[src/rtl/digit_serial_adder_if.sv]
// Handshake and operand/result bundle for digit_serial_adder.
// master drives requests and operands; slave returns status and result.
interface digit_serial_adder_if #(
    parameter int WIDTH = 32
);
    logic             start;
    logic [WIDTH-1:0] a;
    logic [WIDTH-1:0] b;
    logic             cin;
    logic             sub;
    logic             busy;
    logic             done;
    logic [WIDTH-1:0] sum;
    logic             carry;
    logic             overflow;

    modport master (
        output start, a, b, cin, sub,
        input  busy, done, sum, carry, overflow
    );

    modport slave (
        input  start, a, b, cin, sub,
        output busy, done, sum, carry, overflow
    );
endinterface

[src/rtl/digit_serial_adder.sv]
// Digit-serial two's-complement add/subtract, DIGIT bits per clock, LSB first.
// Define SUB_EN to honour the sub input; otherwise sub is ignored (add only).
module digit_serial_adder #(
    parameter int WIDTH = 32,
    parameter int DIGIT = 4
) (
    input logic               clk,
    input logic               rst,
    digit_serial_adder_if.slave bus
);
    localparam int NDIG = WIDTH / DIGIT;
    localparam int CW   = (NDIG > 1) ? $clog2(NDIG) : 1;

    localparam logic [1:0] IDLE = 2'd0;
    localparam logic [1:0] RUN  = 2'd1;
    localparam logic [1:0] DONE = 2'd2;

    logic [1:0]       r_state;
    logic [WIDTH-1:0] r_a;
    logic [WIDTH-1:0] r_b;
    logic             r_c;
    logic [CW-1:0]    r_cnt;
    logic [WIDTH-1:0] r_sum;
    logic [WIDTH-1:0] r_osum;
    logic             r_ocarry;
    logic             r_ovf;

    logic [DIGIT-1:0] w_dig;
    logic             w_cy;
    logic             w_cmsb;
    logic [WIDTH-1:0] w_sum_nx;
    logic [WIDTH-1:0] w_bin;
    logic             w_cin;
    logic             w_accept;
    logic             w_last;

`ifdef SUB_EN
    // subtract as a + ~b + ~borrow_in
    assign w_bin = bus.sub ? ~bus.b : bus.b;
    assign w_cin = bus.cin ^ bus.sub;
`else
    assign w_bin = bus.b;
    assign w_cin = bus.cin;
`endif

    assign w_accept = bus.start &&
                      (r_state == IDLE || r_state == DONE);
    assign w_last   = (r_cnt == CW'(NDIG - 1));

    always_comb begin
        w_dig  = '0;
        w_cmsb = 1'b0;
        w_cy   = r_c;
        for (int i = 0; i < DIGIT; i++) begin
            w_dig[i] = r_a[i] ^ r_b[i] ^ w_cy;
            if (i == DIGIT - 1)
                w_cmsb = w_cy;
            w_cy = (r_a[i] & r_b[i]) |
                   (w_cy & (r_a[i] ^ r_b[i]));
        end
    end

    // new digit enters from the MSB side; after NDIG shifts it is aligned
    assign w_sum_nx = (WIDTH'(w_dig) << (WIDTH - DIGIT)) |
                      (r_sum >> DIGIT);

    always_ff @(posedge clk) begin
        if (rst) begin
            r_state  <= IDLE;
            r_a      <= '0;
            r_b      <= '0;
            r_c      <= 1'b0;
            r_cnt    <= '0;
            r_sum    <= '0;
            r_osum   <= '0;
            r_ocarry <= 1'b0;
            r_ovf    <= 1'b0;
        end else if (w_accept) begin
            r_state <= RUN;
            r_a     <= bus.a;
            r_b     <= w_bin;
            r_c     <= w_cin;
            r_cnt   <= '0;
        end else begin
            unique case (r_state)
                RUN: begin
                    r_a   <= r_a >> DIGIT;
                    r_b   <= r_b >> DIGIT;
                    r_c   <= w_cy;
                    r_sum <= w_sum_nx;
                    r_cnt <= r_cnt + CW'(1);
                    if (w_last) begin
                        r_state  <= DONE;
                        r_cnt    <= '0;
                        r_osum   <= w_sum_nx;
                        r_ocarry <= w_cy;
                        r_ovf    <= w_cmsb ^ w_cy;
                    end
                end
                DONE:    r_state <= IDLE;
                default: r_state <= IDLE;
            endcase
        end
    end

    assign bus.busy     = (r_state == RUN);
    assign bus.done     = (r_state == DONE);
    assign bus.sum      = r_osum;
    assign bus.carry    = r_ocarry;
    assign bus.overflow = r_ovf;
endmodule
[src/flat_wrapper.sv]
// flat-port wrapper written by rule: the top's interface ports become plain ports
module digit_serial_adder_flat 
#(
    parameter int WIDTH = 32,
    parameter int DIGIT = 4
)
  (clk, rst, bus_start, bus_a, bus_b, bus_cin, bus_sub, bus_busy, bus_done, bus_sum, bus_carry, bus_overflow);
  digit_serial_adder_if #(.WIDTH(WIDTH)) bus_i ();
  input logic clk;
  input logic rst;
  input wire logic [$bits(bus_i.start)-1:0] bus_start;
  input wire logic [$bits(bus_i.a)-1:0] bus_a;
  input wire logic [$bits(bus_i.b)-1:0] bus_b;
  input wire logic [$bits(bus_i.cin)-1:0] bus_cin;
  input wire logic [$bits(bus_i.sub)-1:0] bus_sub;
  output wire logic [$bits(bus_i.busy)-1:0] bus_busy;
  output wire logic [$bits(bus_i.done)-1:0] bus_done;
  output wire logic [$bits(bus_i.sum)-1:0] bus_sum;
  output wire logic [$bits(bus_i.carry)-1:0] bus_carry;
  output wire logic [$bits(bus_i.overflow)-1:0] bus_overflow;
  assign bus_i.start = bus_start;
  assign bus_i.a = bus_a;
  assign bus_i.b = bus_b;
  assign bus_i.cin = bus_cin;
  assign bus_i.sub = bus_sub;
  assign bus_busy = bus_i.busy;
  assign bus_done = bus_i.done;
  assign bus_sum = bus_i.sum;
  assign bus_carry = bus_i.carry;
  assign bus_overflow = bus_i.overflow;
  digit_serial_adder #(.WIDTH(WIDTH), .DIGIT(DIGIT)) u_core (.clk(clk), .rst(rst), .bus(bus_i));
endmodule
[config.mk]
export PLATFORM = sky130hd
export DESIGN_NAME = digit_serial_adder_flat
export DESIGN_NICKNAME = d
export VERILOG_FILES = /design/src/rtl/digit_serial_adder_if.sv /design/src/rtl/digit_serial_adder.sv /design/src/flat_wrapper.sv
export SDC_FILE = /design/constraint.sdc
export NUM_CORES = 1
export LEC_CHECK = 0
export BUFFER_PORTS_ARGS = -buffer_cell sky130_fd_sc_hd__buf_4
export CAP_MARGIN = 20
export CORE_ASPECT_RATIO = 0.7
export CORE_MARGIN = 2
export CORE_UTILIZATION = 45
export DETAILED_ROUTE_END_ITERATION = 8
export GPL_ROUTABILITY_DRIVEN = 0
export GPL_TIMING_DRIVEN = 0
export PLACE_DENSITY_LB_ADDON = 0.1
export SKIP_CTS_REPAIR_TIMING = 1
export SLEW_MARGIN = 20
export SYNTH_ARGS = -nofsm -noshare
export SYNTH_HDL_FRONTEND = slang
export SYNTH_SLANG_ARGS = --single-unit
[constraint.sdc]
create_clock -name clk -period 3 [get_ports clk]
set_input_delay 0.15 -clock clk [delete_from_list [all_inputs] [get_ports clk]]
set_output_delay 0.15 -clock clk [all_outputs]
set_load 0.02 [all_outputs]
==> impl_metrics.yaml <==
outcome:
  violations: "negative hold slack"
  outcome: "finished, violations left"
sta:
  fmax_ghz: 0.4022
  max_slew_margin_pct: 50.01
  hold_ws_ns: -0.01400
  worst_slew_pin_slew_ns: 0.7499
  finClkSkew_ns: 0.008449
  fin_crit_ns: 2.486
  finalCritPeriodShare_pct: 82.87
  hold_viol: 1
  setup_tns_ns: 0
  setup-violations-final: 0
  rsz0062_at_grt: "false"
  slew_viol_final: 0
final_layout:
  n_fill_cell: 1086
  layout.nets: 825
  fin_cells: 919
  drive_above_1_share_pct: 25.98
  antennaDiodeCount: 0
  seq_area_sq_um: 2643
  syn_to_final_growth_pct: 30.05
  multi_input_area_sq_um: 2322
grt:
  grt_overflow: 0
  grt_max_degree: 17
  first_global_vias: 4612
  antenna_found_initial: 0
  grt_pass1_wl_mm: 23.90
  grt.total_usage_pct: 24.90
yosys:
  synth.area.top_cells: "dfxtp_1 50%, nand2_1 13%, a21oi_1 6.8%"
  synth.most_common_cell: "nand2_1"
  syn_nets: 702
  yosysWarnings: 0
  synth_top_area_share_pct: 49.58
  ys_types: 31
  synth-seq-cells: 132
  postSynthAreaPerCell_sq_um: 8.501
  syn_area_sq_um: 5330
  synth_top_cell_by_area: "dfxtp_1"
  ys_seq_area_share_pct: 49.58
  ys_top_cells_by_count: "187 x nand2_1, 132 x dfxtp_1, 72 x a21oi_1"
  synthArstFlopShare_pct: 0
  synth_edf_count: 0
  ys.flop_type: "dfxtp_1"
  synthCells: 627
setup_path:
  worstPathArrival_ns: 2.81
  end_kind: "flip-flop"
  worstPathRequired_ns: 3.33
  crit_type: "reg2reg"
  crit_fanout: 2
  start_kind: "flip-flop"
power:
  peakVddDrop_mv: 0.4729
  p_per_area_nw_per_um2: 657.1
  p_switching_mw: 1.129
  combPwrFrac_pct: 10.8
  switching_share_pct: 24.80
  p_seq_share_pct: 41.7
  power.total_mw: 4.554
  leakage_nw: 2.657
  internal_power_mw: 3.425
  p_clk_share_pct: 47.6
placed_design:
  dpl.cell_count: 886
  hpwl_mm: 11.13
  numPortBuffers: 102
clock_tree:
  clock_sinks: 132
  clk_path_buf_depth: 2
  cts_tree: "built"
  ctsHtreeMaxLevel: 4
  clk_pin_slew_worst_paths_ns: 0.06
  clock_latency_ns: 0.42
  cts-root-buf: "clkbuf_16"
  cts_buffers: 17
floorplanning:
  die-height_microns: 95.06
  die_w_microns: 134.1
  die_area_sq_um: 12750
  rows: 33
  core_area_sq_um: 11640
  pin_count: 105
  initial_core_util_pct: 45.78
routing:
  drc: 0
  drt_iter0_drc: 500
  vias: 4977
  finalWirelength_mm: 15.21
  ant_nets: 0
  dr.pass1.iters: 5
  post_drt_wl_per_cell_microns: 16.55
  vias_per_cell: 5.416
hold_path:
  hp-class: "in2reg"
run:
  cap_violations: 0
-- layout make-up --
cell class                 instances  area share (%)
tap                              157           2.834
sequential                       132           38.12
inverter                           8          0.4332
multi-input combinational        430           33.50
clock buffer                      21           6.787
buffer                            57           4.838
clock inverter                    10           2.148
timing repair buffer             104           11.34
-- cell families (layout without fill, tap and decap cells) --
logic type                 after synthesis  count (layout)  share of synthesized area [%]
buffers and inverters                   65             200                          6.855
AOI/OAI and AO/OA                      136             136                          18.99
muxes                                    5               5                         0.9390
DFF                                    132             132                          49.58
xor gates and xnor gates                 1               1                         0.1643
adders and majority gates                6               6                          1.972
and+or+nand+nor                        282             282                          21.50
-- critical path, cell delays in order (launching register included) --
cell and delay, ns:
dfxtp_1 0.31, inv_1 0.11, fa_1 0.18, inv_1 0.06
fa_1 0.46, fa_1 0.47, inv_1 0.10, fa_1 0.46
a211oi_1 0.24
-- per-layer routing --
layer  wire length (microns)  global-route usage (%)  part of all wire (%)  up-vias
met2                    6228                   34.83                    41      201
li1                        -                       -                     -     2383
met3                    1365                   6.752                   9.0       19
met4                     203                   8.947                   1.3        0
met1                    7414                   36.64                    49     2374
met5                       0                       0                     0        -
-- metrics by stage --
stage	hold slack [ns]	setup WS, ns	cell area (sq um)	utilization (%)
6_report	-0.01400	0.5138	6932	59.53
5_1_grt	0.008506	0.3686	6932	59.53
4_1_cts	-0.03340	0.5433	6912	59.36
3_5_place_dp	0.4100	0.5636	6292	54.04
3_3_place_gp	0.4057	0.6145	6292	54.04
2_1_floorplan	0.2860	0.7868	5330	-
-- worst paths after layout --
check / startpoint / end / slack, ns / depth (start not counted)
max: u_core.r_b[0] / u_core.r_sum[31] / 0.51 / 8
min: bus_b[28] / u_core.r_b[28] / -0.01 / 3
max reg2reg: u_core.r_b[0] / u_core.r_sum[31] / 0.51 / 8
min reg2reg: u_core.r_sum[5] / u_core.bus.sum[1] / 0.45 / 2
-- power by group through the flow --
stage | clock (mW) | combinational [mW] | sequential (mW)
6_report | 2.17 | 0.490 | 1.90
5_1_grt | 2.27 | 0.534 | 1.90
4_1_cts | 2.19 | 0.483 | 1.89
3_5_place_dp | 0 | 0.479 | 1.93
3_3_place_gp | 0 | 0.468 | 1.93
2_1_floorplan | 0 | 0.310 | 1.91
-- cell usage in the layout, fill, tap and decap left out, types with 9 or more instances in the layout --
cell,n
a21oi_1,72
a22oi_1,9
a311oi_1,11
a311oi_2,23
buf_2,25
buf_4,110
clkbuf_1,14
clkbuf_16,17
dfxtp_1,132
nand2_1,187
nand3_1,14
nor2_1,41
nor3_1,32
o22ai_1,13
-- flip-flops by register name, indices dropped and copies added, names as in the netlist --
register,flops
u_core.bus.sum,32
u_core.r_a,32
u_core.r_b,32
u_core.r_sum,28
u_core.r_cnt,3
u_core.r_state,2
u_core.bus.carry,1
u_core.bus.overflow,1
u_core.r_c,1
Power figures use the tool's default switching activity.
